$ cat config.mk
export PLATFORM = sky130hd
export DESIGN_NAME = sfr_irq_bank
export DESIGN_NICKNAME = d
export VERILOG_FILES = /design/src/rtl/sfr_irq_bank.sv
export SDC_FILE = /design/constraint.sdc
export NUM_CORES = 1
export LEC_CHECK = 0
export ABC_AREA = 1
export CORE_ASPECT_RATIO = 1.4
export CORE_MARGIN = 10
export CORE_UTILIZATION = 39
export DETAILED_ROUTE_END_ITERATION = 7
export PLACE_DENSITY = 0.78
export REMOVE_ABC_BUFFERS = 1
export SLEW_MARGIN = 20
export SYNTH_ARGS = -nofsm -noshare
export SYNTH_HDL_FRONTEND = slang
export SYNTH_SLANG_ARGS = --single-unit
$ cat constraint.sdc
create_clock -name mclk -period 1.3 [get_ports mclk]
set_input_delay 0.26 -clock mclk [delete_from_list [all_inputs] [get_ports mclk]]
set_output_delay 0.26 -clock mclk [all_outputs]
set_load 0.01 [all_outputs]
$ cat src/rtl/sfr_irq_bank.sv
// Interrupt enable/flag register bank: up to 16 channels with edge or level sources.
// The lowest-numbered pending, enabled channel is presented as a registered request/ID pair.
module sfr_irq_bank #(
   parameter int          NCH       = 8,
   parameter logic [8:0]  BASE_ADDR = 9'h000,
   parameter logic [15:0] EDGE_MASK = 16'h0000,
   parameter bit          W1C       = 1'b0
) (
   input  logic             mclk,
   input  logic             puc_n,
   input  logic [7:0]       per_addr,
   input  logic [15:0]      per_din,
   input  logic             per_en,
   input  logic [1:0]       per_wen,
   input  logic [NCH-1:0]   irq_src,
   input  logic             irq_acc,
   output logic [15:0]      per_dout,
   output logic             irq_req,
   output logic [3:0]       irq_id,
   output logic [NCH-1:0]   irq_pend
);

   localparam logic [7:0]  IE_ADDR  = BASE_ADDR[8:1];
   localparam logic [7:0]  IFG_ADDR = IE_ADDR + 8'd1;
   localparam logic [15:0] IMPL     = 16'((32'd1 << NCH) - 32'd1);

   logic [15:0] ie_q, ie_d;
   logic [15:0] ifg_q, ifg_d;
   logic [15:0] srcPrev_q;
   logic        irqReq_q, irqReq_d;
   logic [3:0]  irqId_q, irqId_d;

   logic [15:0] srcExt;
   logic [15:0] setEv;
   logic [15:0] laneMask;
   logic [15:0] pend;
   logic [3:0]  lowId;
   logic        wrEn, rdEn, ieHit, ifgHit, accept;

   always_comb begin
      srcExt = '0;
      srcExt[NCH-1:0] = irq_src;
   end

   assign wrEn     = per_en & (|per_wen);
   assign rdEn     = per_en & ~(|per_wen);
   assign ieHit    = (per_addr == IE_ADDR);
   assign ifgHit   = (per_addr == IFG_ADDR);
   assign laneMask = {{8{per_wen[1]}}, {8{per_wen[0]}}} & IMPL;
   assign setEv    = ((EDGE_MASK & srcExt & ~srcPrev_q) | (~EDGE_MASK & srcExt)) & IMPL;
   assign pend     = ifg_q & ie_q;
   assign accept   = irq_acc & irqReq_q;

   // Later assignments take priority: software write, then acceptance clear, then set event.
   always_comb begin
      ie_d  = ie_q;
      ifg_d = ifg_q;
      if (wrEn && ieHit) begin
         ie_d = (ie_q & ~laneMask) | (per_din & laneMask);
      end
      if (wrEn && ifgHit) begin
         if (W1C) begin
            ifg_d = ifg_q & ~(per_din & laneMask);
         end else begin
            ifg_d = (ifg_q & ~laneMask) | (per_din & laneMask);
         end
      end
      if (accept) begin
         ifg_d[irqId_q] = 1'b0;
      end
      ifg_d = (ifg_d | setEv) & IMPL;
      ie_d  = ie_d & IMPL;
   end

   always_comb begin
      lowId = 4'd0;
      for (int i = 15; i >= 0; i--) begin
         if (pend[i]) begin
            lowId = 4'(i);
         end
      end
   end

   // An accepted request forces a one-cycle bubble so the cleared flag is seen before re-arbitration.
   always_comb begin
      irqReq_d = |pend;
      irqId_d  = lowId;
      if (accept) begin
         irqReq_d = 1'b0;
         irqId_d  = irqId_q;
      end
   end

   always_ff @(posedge mclk) begin
      srcPrev_q <= srcExt;
      if (!puc_n) begin
         ie_q     <= '0;
         ifg_q    <= '0;
         irqReq_q <= 1'b0;
         irqId_q  <= 4'd0;
      end else begin
         ie_q     <= ie_d;
         ifg_q    <= ifg_d;
         irqReq_q <= irqReq_d;
         irqId_q  <= irqId_d;
      end
   end

   always_comb begin
      per_dout = 16'h0000;
      if (rdEn && ieHit) begin
         per_dout = ie_q;
      end else if (rdEn && ifgHit) begin
         per_dout = ifg_q;
      end
   end

   assign irq_req  = irqReq_q;
   assign irq_id   = irqId_q;
   assign irq_pend = pend[NCH-1:0];

endmodule

# Yosys cells after proc, flatten, opt, wreduce, memory -nomap -nowiden
# Index checks and enable logic that the tools add are counted.
op_classes:
  n_bitwise: 15
  n_reduce_logical: 9
  n_mux: 22
  magnitude_cmp: 2
  n_eq_ne: 1
ops:
  columns: ["operator", "n"]
  rows:
  - ["two-way mux 4 bit", 16]
  - ["bitwise AND 8 bit", 5]
  - ["two-way mux 8 bit", 3]
  - ["bitwise OR 8 bit", 3]
  - ["two-way mux 16 bit", 1]
  - ["inverter 8 bit", 2]
  - ["OR reduction 16 bit", 1]
  - ["equality test 8 x 1 -> 1 bit (second input constant)", 1]
  - ["zero test 8 bit", 1]
  - ["logical AND 1 bit", 5]
  - ["less-than comparator 4 x 5 -> 1 bit (second input constant)", 1]
  - ["demux 1 bit (select 4 bit)", 1]
  - ["greater-or-equal comparator 4 x 1 -> 1 bit (second input constant)", 1]
  - ["OR reduction 2 bit", 2]
  - ["bitwise AND 1 bit", 3]
  - ["inverter 1 bit", 2]
  - ["two-way mux 1 bit", 1]
totals:
  register_bits: 21
  input_bits: 38
  wordCells: 53
  out_inout_bits: 29

# Depth between registers and ports, before layout
depth:
  depth_word: 16
  depth_mapped: 10
  ltp_nobuf: 10

# Worst setup path before layout
# OpenSTA, ideal clock, no wires.
synth_path:
  path_kind: "in2out"
  from: "in per_addr[7]"
  to: "out per_dout[2]"
  n_path_buf: 0
  slack_ns: -0.057
  path_stages: 5
  t_arrival_ns: 1.097
  required_ns: 1.040
  cell_sequence: "nor2_2 > nand2_2 > nor3_4 > nand2_1 > o22ai_1"
synth_between:
  elab_chain_len: 4
  word_cells_on_any_way: 6
  cone_classes: "eq/ne (1); mux (2); reduce/logical (3)"
synth_lines:
  columns: ["item", "line", "text"]
  rows:
  - ["start: declaration", "11", "input logic [7:0] per_addr,"]
  - ["equality test 8 x 1 -> 1 bit", "48", "assign ifgHit = (per_addr == IFG_ADDR);"]
  - ["logical AND 1 bit", "113", "end else if (rdEn && ifgHit) begin"]
  - ["two-way mux 8 bit", "113", null]
  - ["two-way mux 16 bit *", "111", "if (rdEn && ieHit) begin"]
  - ["end: declaration", "17", "output logic [15:0] per_dout,"]
# Every way passes the cells marked *; elsewhere a longest branch is shown, timed or not.

# Final worst setup path
layout_path:
  from: "in per_addr[5]"
  to: "out per_dout[2]"
# The elaborated chain is that of the path after synthesis.

==> impl_metrics.tcl <==
set metrics [dict create \
    status "finished with violations" \
    violations "setup timing" \
    clk_pin_slew_ns 0.08 \
    yosysSeqAreaShare_pct 31.78 \
    clk_latency_ns 0.26 \
    worst-path-stages 9 \
    num_vias 1517 \
    hold_buffers 0 \
    crit_end "per_dout[2]" \
    die_x_um 68.04 \
    routed_wl_mm 4.423 \
    synth_flop_cell "dfxtp_1" \
    netlist_top_cells_area "dfxtp_1 (32%), inv_1 (13%), nand2_1 (12%)" \
    rows 24 \
    io_pins 67 \
    setup_slack_ns -0.2360 \
    maxCapViolCount 0 \
    stdcell_count 309 \
    clockBufferDepth 2 \
    synth_top_area_cell "dfxtp_1" \
    r2r-end "irq_id[0]" \
    portBuffers 49 \
    placed_area_um2 1919 \
    rsz0062_at_grt "yes" \
    startpoint "per_addr[5]" \
    critPathMaxFanout 2 \
    fin_util_pct 69.35 \
    fp.dieH_um 87.25 \
    leakage_uw 0.001119 \
    final_cell_area_um2 2166 \
    yosysTopAreaCellShare_pct 31.78 \
    synth.top_cells.by_count "inv_1 (43), nand2_1 (41), dfxtp_1 (20)" \
    fmax_mhz 651.0 \
    finalSetupViolCount 8 \
    grt_pass1_wl_mm 6.927 \
    worst_setup_path_end_kind "output pin" \
    antenna_found_initial 0 \
    dp.cells 299 \
    dp_hpwl_mm 3.104 \
    design.core.area_um2 3123 \
    critPathTopFamily "simple AND/OR/NAND/NOR gates" \
    cpPeakStageDelay_ns 0.29 \
    path_cells "buf_6 > nor2_4 > nand2_2 > nor3_4 > buf_6 > inv_4 > nand2_2 > o22ai_2 > buf_2" \
    period_needed_ns 1.536 \
    worstSetupPathType "in2out" \
    peakVddDrop_uv 704.0 \
    grt_pass1_vias 1565 \
    yosys_warnings 0 \
    min_period_over_period_pct 118.2 \
    viasPerCell 4.909 \
    nets 309 \
    synth_edf_count 0 \
    syn_area_per_cell_um2 6.597 \
    cts_tree "built" \
    start_util_pct 40.34 \
    drtAntennaViolNets 0 \
    drc 0 \
    first_pass_iters 4 \
    gp_congestion 0.8697 \
    synth-seq-cells 20 \
    postSynthCellCount 191 \
    diodes 0 \
    crit_buf_inv 4 \
    synthDistinctLibCells 26 \
    arrival_ns 1.28 \
    syn_area_um2 1260 \
    htreeDepth 1 \
    first_iter_violations 71 \
    grt_max_degree 17 \
    async_flop_share_pct 0 \
    wl_per_cell_um 14.31 \
    required_ns 1.04 \
    hold_violations 0 \
    critPathLaunchType "primary input" \
    clock_sinks 20 \
    drive_gt1_share_pct 34.07 \
    min_path_type "reg2reg" \
    r2r_slack_ns 0.23 \
    numCtsBuffers 3 \
    track_usage_pct 14.66 \
    p_per_area_nw_per_um2 640.8 \
    ff2ff_path_depth 10 \
    cts_root_buf "clkbuf_8" \
    slowest_stage "nor3_4" \
    final_max_slew_viol_count 0 \
    fin_worst_skew_ns 0.002032 \
    dieArea_um2 5936 \
    grt_overflow_total 0 \
    yosysMostFrequentCell "inv_1" \
    area_delta_synth_final_pct 71.90 \
]
[per-layer routing]
metal	track usage, %	vias to the layer above	part of all wire, %
met5	0	-	0
li1	-	751	-
met3	3.222	10	11
met1	15.22	676	33
met2	26.49	80	54
met4	6.789	0	2.1
[through the flow]
step	hold slack [ns]	power [uW]	setup slack, ns	TNS (ns)
global placement	0.4550	857.0	-1.088	-15.05
finish	0.5056	1388	-0.2360	-1.689
detailed placement	0.4644	859.8	-1.094	-15.57
floorplan	0.3940	735.2	-0.05687	-0.2453
global route	0.5387	1433	-0.2883	-2.121
CTS	0.4754	1351	-0.2244	-1.295
[cells in the final DEF (no fill, tap or decap), drive strengths merged, types with 9 or more instances in the layout]
cell type,n
clkdlybuf4s50,18
nand3,10
a21oi,18
nand2,46
buf,45
dfxtp,20
o21ai,9
conb,9
inv,44
[cell type report]
class / count / area [um2]
Multi-Input combinational cell: 125 / 817.0
Inverter: 44 / 172.7
Tap cell: 39 / 48.80
Sequential cell: 20 / 406.6
Clock buffer: 4 / 55.05
Timing Repair Buffer: 77 / 665.6
Fill cell: 255 / 957.2
[worst min-delay path by stage]
stage,startpoint,endpoint,slack (ns),cells after the start
floorplan,irq_src[0],ifg_q[0],0.39,2
global placement,register,register,0.45,2
detailed placement,register,register,0.46,2
CTS,register,register,0.48,2
global route,register,register,0.54,2
finish,register,register,0.51,2
[kinds of logic after synthesis]
family | synth area share [%]
and+or+nand+nor | 31.78
buffers and inverters | 19.66
AOI/OAI and AO/OA | 16.48
DFF | 31.78
other | 0.2976
[timing repair]
action                     CTS  global route
pin swaps                   13            11
setup endpoints to repair   36            26
setup buffers                4             3
gates cloned                 0             1
gates resized for setup    117            30
[tightest hold or removal path, cell delays in order (launching register included)]
cell	delay [ns]
dfxtp_1	0.32
inv_1	0.08
a21oi_1	0.07
[where the power goes]
group | leakage [uW] | switching (uW) | internal (uW)
sequential | 0.000165 | 11.7 | 631
clock | 0.0000288 | 217 | 270
combinational | 0.000925 | 122 | 137
total | 0.00112 | 350 | 1040
Power figures use the tool's default switching activity.
